`config.mk`:
```
export PLATFORM = sky130hd
export DESIGN_NAME = syn_mem_sequencer
export DESIGN_NICKNAME = d
export VERILOG_FILES = /design/src/rtl/syn_mem_sequencer.sv
export SDC_FILE = /design/constraint.sdc
export NUM_CORES = 1
export LEC_CHECK = 0
export CORE_ASPECT_RATIO = 1.4
export CORE_UTILIZATION = 45
export DETAILED_ROUTE_END_ITERATION = 8
export PLACE_DENSITY = 0.74
export REMOVE_ABC_BUFFERS = 1
export SLEW_MARGIN = 25
export SYNTH_ARGS = -nofsm -noshare
export SYNTH_HDL_FRONTEND = slang
export SYNTH_SLANG_ARGS = --single-unit
```
`constraint.sdc`:
```
create_clock -name clk -period 5.25 [get_ports clk]
set_clock_uncertainty 0.15 [all_clocks]
set_input_delay 1.05 -clock clk [delete_from_list [all_inputs] [get_ports clk]]
set_output_delay 1.05 -clock clk [all_outputs]
set_load 0.03 [all_outputs]
```
`src/rtl/syn_mem_sequencer.sv`:
```
// Data-memory master for one Synapse column: runs LOAD (stream block write)
// and MAC (strided read sweep, pipeline drain, result writeback) commands.
module syn_mem_sequencer #(
  parameter int AddrDMEM  = 8,
  parameter int DataWidth = 16,
  parameter int LenWidth  = 8,
  parameter int PipeLat   = 2
) (
  input  logic                 clk,
  input  logic                 rst,
  input  logic                 cmd_valid,
  output logic                 cmd_ready,
  input  logic                 cmd_op,
  input  logic [AddrDMEM-1:0]  cmd_base_r,
  input  logic [AddrDMEM-1:0]  cmd_base_w,
  input  logic [AddrDMEM-1:0]  cmd_stride,
  input  logic [LenWidth-1:0]  cmd_len,
  input  logic                 s_valid,
  input  logic [DataWidth-1:0] s_data,
  output logic                 s_ready,
  input  logic                 stall,
  output logic [AddrDMEM-1:0]  r_addr,
  output logic [AddrDMEM-1:0]  w_addr,
  output logic                 we_ram,
  output logic [DataWidth-1:0] ram_wdata,
  output logic                 sel_wsrc,
  output logic                 rd_vld,
  output logic                 acc_clr,
  output logic                 busy,
  output logic                 done
);

  localparam int DrW = $clog2(PipeLat + 1);

  typedef enum logic [2:0] {S_IDLE, S_LOAD, S_RUN, S_DRAIN, S_WB, S_DONE} state_t;

  state_t               state_reg, state_next;
  logic [LenWidth-1:0]  cnt_reg, cnt_next;
  logic [LenWidth-1:0]  len_reg, len_next;
  logic [AddrDMEM-1:0]  base_w_reg, base_w_next;
  logic [AddrDMEM-1:0]  stride_reg, stride_next;
  logic [AddrDMEM-1:0]  ptr_reg, ptr_next;
  logic [DrW-1:0]       drain_reg, drain_next;
  logic [AddrDMEM-1:0]  r_addr_reg, r_addr_next;
  logic [AddrDMEM-1:0]  w_addr_reg, w_addr_next;
  logic [DataWidth-1:0] wdata_reg, wdata_next;
  logic                 we_reg, we_next;
  logic                 sel_reg, sel_next;
  logic                 rd_vld_reg, rd_vld_next;
  logic                 acc_clr_reg, acc_clr_next;
  logic                 busy_reg, busy_next;
  logic                 done_reg, done_next;
  logic                 last_item;

  // done is registered and lags DONE by one cycle, so hold off acceptance
  // until the pulse has been seen.
  assign cmd_ready = (state_reg == S_IDLE) && !done_reg;
  assign s_ready   = (state_reg == S_LOAD);
  assign last_item = (cnt_reg == len_reg - LenWidth'(1));

  assign r_addr    = r_addr_reg;
  assign w_addr    = w_addr_reg;
  assign we_ram    = we_reg;
  assign ram_wdata = wdata_reg;
  assign sel_wsrc  = sel_reg;
  assign rd_vld    = rd_vld_reg;
  assign acc_clr   = acc_clr_reg;
  assign busy      = busy_reg;
  assign done      = done_reg;

  always_comb begin
    state_next   = state_reg;
    cnt_next     = cnt_reg;
    len_next     = len_reg;
    base_w_next  = base_w_reg;
    stride_next  = stride_reg;
    ptr_next     = ptr_reg;
    drain_next   = drain_reg;
    r_addr_next  = r_addr_reg;
    w_addr_next  = w_addr_reg;
    wdata_next   = wdata_reg;
    sel_next     = sel_reg;
    we_next      = 1'b0;
    rd_vld_next  = 1'b0;
    acc_clr_next = 1'b0;
    done_next    = 1'b0;
    case (state_reg)
      S_IDLE: begin
        if (cmd_valid && cmd_ready) begin
          len_next    = cmd_len;
          base_w_next = cmd_base_w;
          stride_next = cmd_stride;
          ptr_next    = cmd_base_r;
          cnt_next    = '0;
          if (cmd_len == '0) state_next = S_DONE;
          else               state_next = cmd_op ? S_RUN : S_LOAD;
        end
      end
      S_LOAD: begin
        if (s_valid) begin
          we_next     = 1'b1;
          w_addr_next = base_w_reg + AddrDMEM'(cnt_reg);
          wdata_next  = s_data;
          sel_next    = 1'b0;
          cnt_next    = cnt_reg + LenWidth'(1);
          if (last_item) state_next = S_DONE;
        end
      end
      S_RUN: begin
        // ptr_reg tracks base_r + i*stride incrementally; carries drop off.
        if (!stall) begin
          r_addr_next  = ptr_reg;
          ptr_next     = ptr_reg + stride_reg;
          rd_vld_next  = 1'b1;
          acc_clr_next = (cnt_reg == '0);
          cnt_next     = cnt_reg + LenWidth'(1);
          if (last_item) begin
            state_next = S_DRAIN;
            drain_next = DrW'(PipeLat);
          end
        end
      end
      S_DRAIN: begin
        if (drain_reg <= DrW'(1)) state_next = S_WB;
        else                      drain_next = drain_reg - DrW'(1);
      end
      S_WB: begin
        we_next     = 1'b1;
        w_addr_next = base_w_reg;
        sel_next    = 1'b1;
        state_next  = S_DONE;
      end
      S_DONE: begin
        done_next  = 1'b1;
        state_next = S_IDLE;
      end
      default: state_next = S_IDLE;
    endcase
    busy_next = (state_next != S_IDLE);
  end

  always_ff @(posedge clk) begin
    if (rst) begin
      state_reg   <= S_IDLE;
      cnt_reg     <= '0;
      len_reg     <= '0;
      base_w_reg  <= '0;
      stride_reg  <= '0;
      ptr_reg     <= '0;
      drain_reg   <= '0;
      r_addr_reg  <= '0;
      w_addr_reg  <= '0;
      wdata_reg   <= '0;
      we_reg      <= 1'b0;
      sel_reg     <= 1'b0;
      rd_vld_reg  <= 1'b0;
      acc_clr_reg <= 1'b0;
      busy_reg    <= 1'b0;
      done_reg    <= 1'b0;
    end else begin
      state_reg   <= state_next;
      cnt_reg     <= cnt_next;
      len_reg     <= len_next;
      base_w_reg  <= base_w_next;
      stride_reg  <= stride_next;
      ptr_reg     <= ptr_next;
      drain_reg   <= drain_next;
      r_addr_reg  <= r_addr_next;
      w_addr_reg  <= w_addr_next;
      wdata_reg   <= wdata_next;
      we_reg      <= we_next;
      sel_reg     <= sel_next;
      rd_vld_reg  <= rd_vld_next;
      acc_clr_reg <= acc_clr_next;
      busy_reg    <= busy_next;
      done_reg    <= done_next;
    end
  end

endmodule

```
==> out/results.ini <==
[global_route]
grtUsageMet1_pct=26.1
grt-ovfl-total=0
grt_max_degree=39
grt-busiest-layer=met2
grt_first_pass_wirelength_mm=16.5
gr-usage-met3_pct=4.30
gr-usage-all-layers_pct=22.9
grt_pass1_vias=3676
antenna_found_initial=0
use_met2_pct=40.9

[setup_path]
critical_path_class=register to output port
worstPathCellList=nor3b_2 > clkdlybuf4s50_1
arrival_ns=2.08
startpoint_type=register
worstPathMaxFanout=11
r2r_setup_slack_ns=2.50
slowest_delay_ns=0.74
worst_ep_required_time_ns=4.05
end_kind=output port
cp_slowest_cell=clkdlybuf4s50_1

[pwr]
combinationalPowerShare_pct=16.6
swShare_pct=25.8
seq_power_share_pct=40.2
powerDensity_nw_per_um2=325
p_leak_nw=1.95
p_sw_mw=0.448
p_clk_share_pct=43.2
ir_worst_vdd_mv=0.205
p_int_mw=1.29

[sta]
setup_viol=0
setup-tns-final_ns=0
period_share_pct=62.6
worstMarginPinSlew_ns=0.975
slew_headroom_pct=35.0
max_freq_mhz=304
slew_viol_final=0
rsz0062_at_grt=false
finalHoldViolations=0
layout_min_cycle_time_ns=3.28

[die]
rows=40
dieHeight_um=114
io-pin-count=94
start_util_pct=46.8
die_area_um2=9390
core_area_um2=8660
die_width_um=82.2

[synthesis]
synth_area_um2=4050
synthTopCellsByCount=nand2_1 (112), dfxtp_1 (83), a21oi_1 (66), nor2_1 (36), clkbuf_1 (19)
ys_types=55
synth.top_cell.area_share_pct=41.0
synth_seq_area_share_pct=41.0
yosysWarnings=0
synth_area_per_cell_um2=8.15
synth_top_flop_cell=dfxtp_1
synth_top_cell_by_area=dfxtp_1
yosys-top-cells-area=dfxtp_1 (41%), nand2_1 (10%), a21oi_1 (8.2%), ha_1 (5.6%), nor2_1 (3.3%)
synth-async-reset-ratio_pct=0
synth.most_common_cell=nand2_1
synth_enable_flop_cells=0
synthCells=497
ys_ff_latch=83

[layout]
diodes=0
largest_reg_flops=16
fill_cells=752
finalNonFillerCells=685
fin_area_um2=5350
drive_gt1_share_pct=5.69
num-nets-final=649
syn_to_final_growth_pct=32.0

[cts]
cts.sinks=83
clk_pin_slew_worst_paths_ns=0.06
cts_made_buffers=9
cts-root-buf=clkbuf_16
cts_hold_buf=0
htreeDepth=3
cts_setup_buffers=0
clock_path_buffers=2
cts_resized=0
tritoncts=done
clk_latency_ns=0.34

[outcome]
outcome=finished, final reports clean

[routing]
drc_errors=0
wl_per_cell_um=14.5
via_per_inst=5.44
num_vias=3727
wirelength_mm=9.96
antenna_left=0
dr.pass1.iters=4
drt_iter0_drc=144

[run]
max_cap_violations=0

[placed_design]
dp_cells=669
place.detailed.hpwl_mm=7.13
io_buffers=93
placed_cell_area_um2=4980
finalWeightedCongestion=0.788

[min_path]
min_path_type=register to register

-- through the flow --
stage	util (%)	total power [mW]	worst slack, ns	hold slack, ns
floorplan	-	0.882	2.73	0.285
global placement	57.6	0.990	1.97	0.292
detailed placement	57.6	0.999	1.87	0.297
CTS	61.7	1.75	1.96	0.306
global route	61.7	1.81	1.90	0.322
finish	61.7	1.74	1.97	0.304
-- path summary, 6_finish.rpt --
path	end	cells past startpoint	start
setup / recovery	s_ready	2	state_reg[0]$_SDFF_PP0_
hold / removal	ram_wdata[13]$_SDFFE_PP0P_	2	ram_wdata[13]$_SDFFE_PP0P_
setup reg to reg	w_addr[1]$_SDFFE_PP0P_	5	state_reg[0]$_SDFF_PP0_
hold reg to reg	ram_wdata[13]$_SDFFE_PP0P_	2	ram_wdata[13]$_SDFFE_PP0P_
-- cell usage in the layout, fill, tap and decap left out, types with 6 or more instances in the layout --
cell type          n
xor2_1            13
a21oi_1           66
xnor2_1            8
nand3_1            9
nand4_1            6
nand2_1          112
clkdlybuf4s50_1   92
o21ai_0            8
nor2b_1            6
dfxtp_1           83
nor2_1            36
ha_1              18
clkbuf_16          9
nor3_1             8
inv_1             15
-- worst max-delay path: cells and delay by family (launching register included) --
| family | cells | cell delay [ns] |
|---|---|---|
| flip-flops | 1 | 0.57 |
| buffers and inverters | 1 | 0.74 |
| AND/OR/NAND/NOR | 1 | 0.43 |
-- area by class of cell --
type                       instances  area [um^2]  area share (%)
sequential                        83         1660            31.1
tap                              105          131            2.46
inverter                          15         56.3            1.05
clock buffer                      11          253            4.73
multi-input combinational        372         2200            41.2
timing repair buffer              94          933            17.5
clock inverter                     5          108            2.01
-- kinds of logic (layout without fill, tap and decap cells) --
family          count (synthesis)  after routing  synth area share, %
fa+ha+maj                      20             20                 6.55
mux                             1              1                0.278
xor+xnor                       21             21                 4.54
compound gates                113            113                 17.4
simple gates                  217            217                 25.6
flops                          83             83                 41.0
buf+inv                        42            125                 4.60
-- routing by layer --
metal / vias to the layer above / routed length [um]
li1: 1872 / -
met3: 19 / 354
met5: - / 0
met2: 78 / 5280
met4: 0 / 234
met1: 1758 / 4100
-- power by group through the flow --
stage | clock [mW] | sequential, mW | combinational [mW]
3_5_place_dp | 0 | 0.712 | 0.287
4_1_cts | 0.763 | 0.699 | 0.290
3_3_place_gp | 0 | 0.711 | 0.279
6_report | 0.750 | 0.699 | 0.288
5_1_grt | 0.790 | 0.703 | 0.320
2_1_floorplan | 0 | 0.721 | 0.162
(Power assumes the default switching activity.)
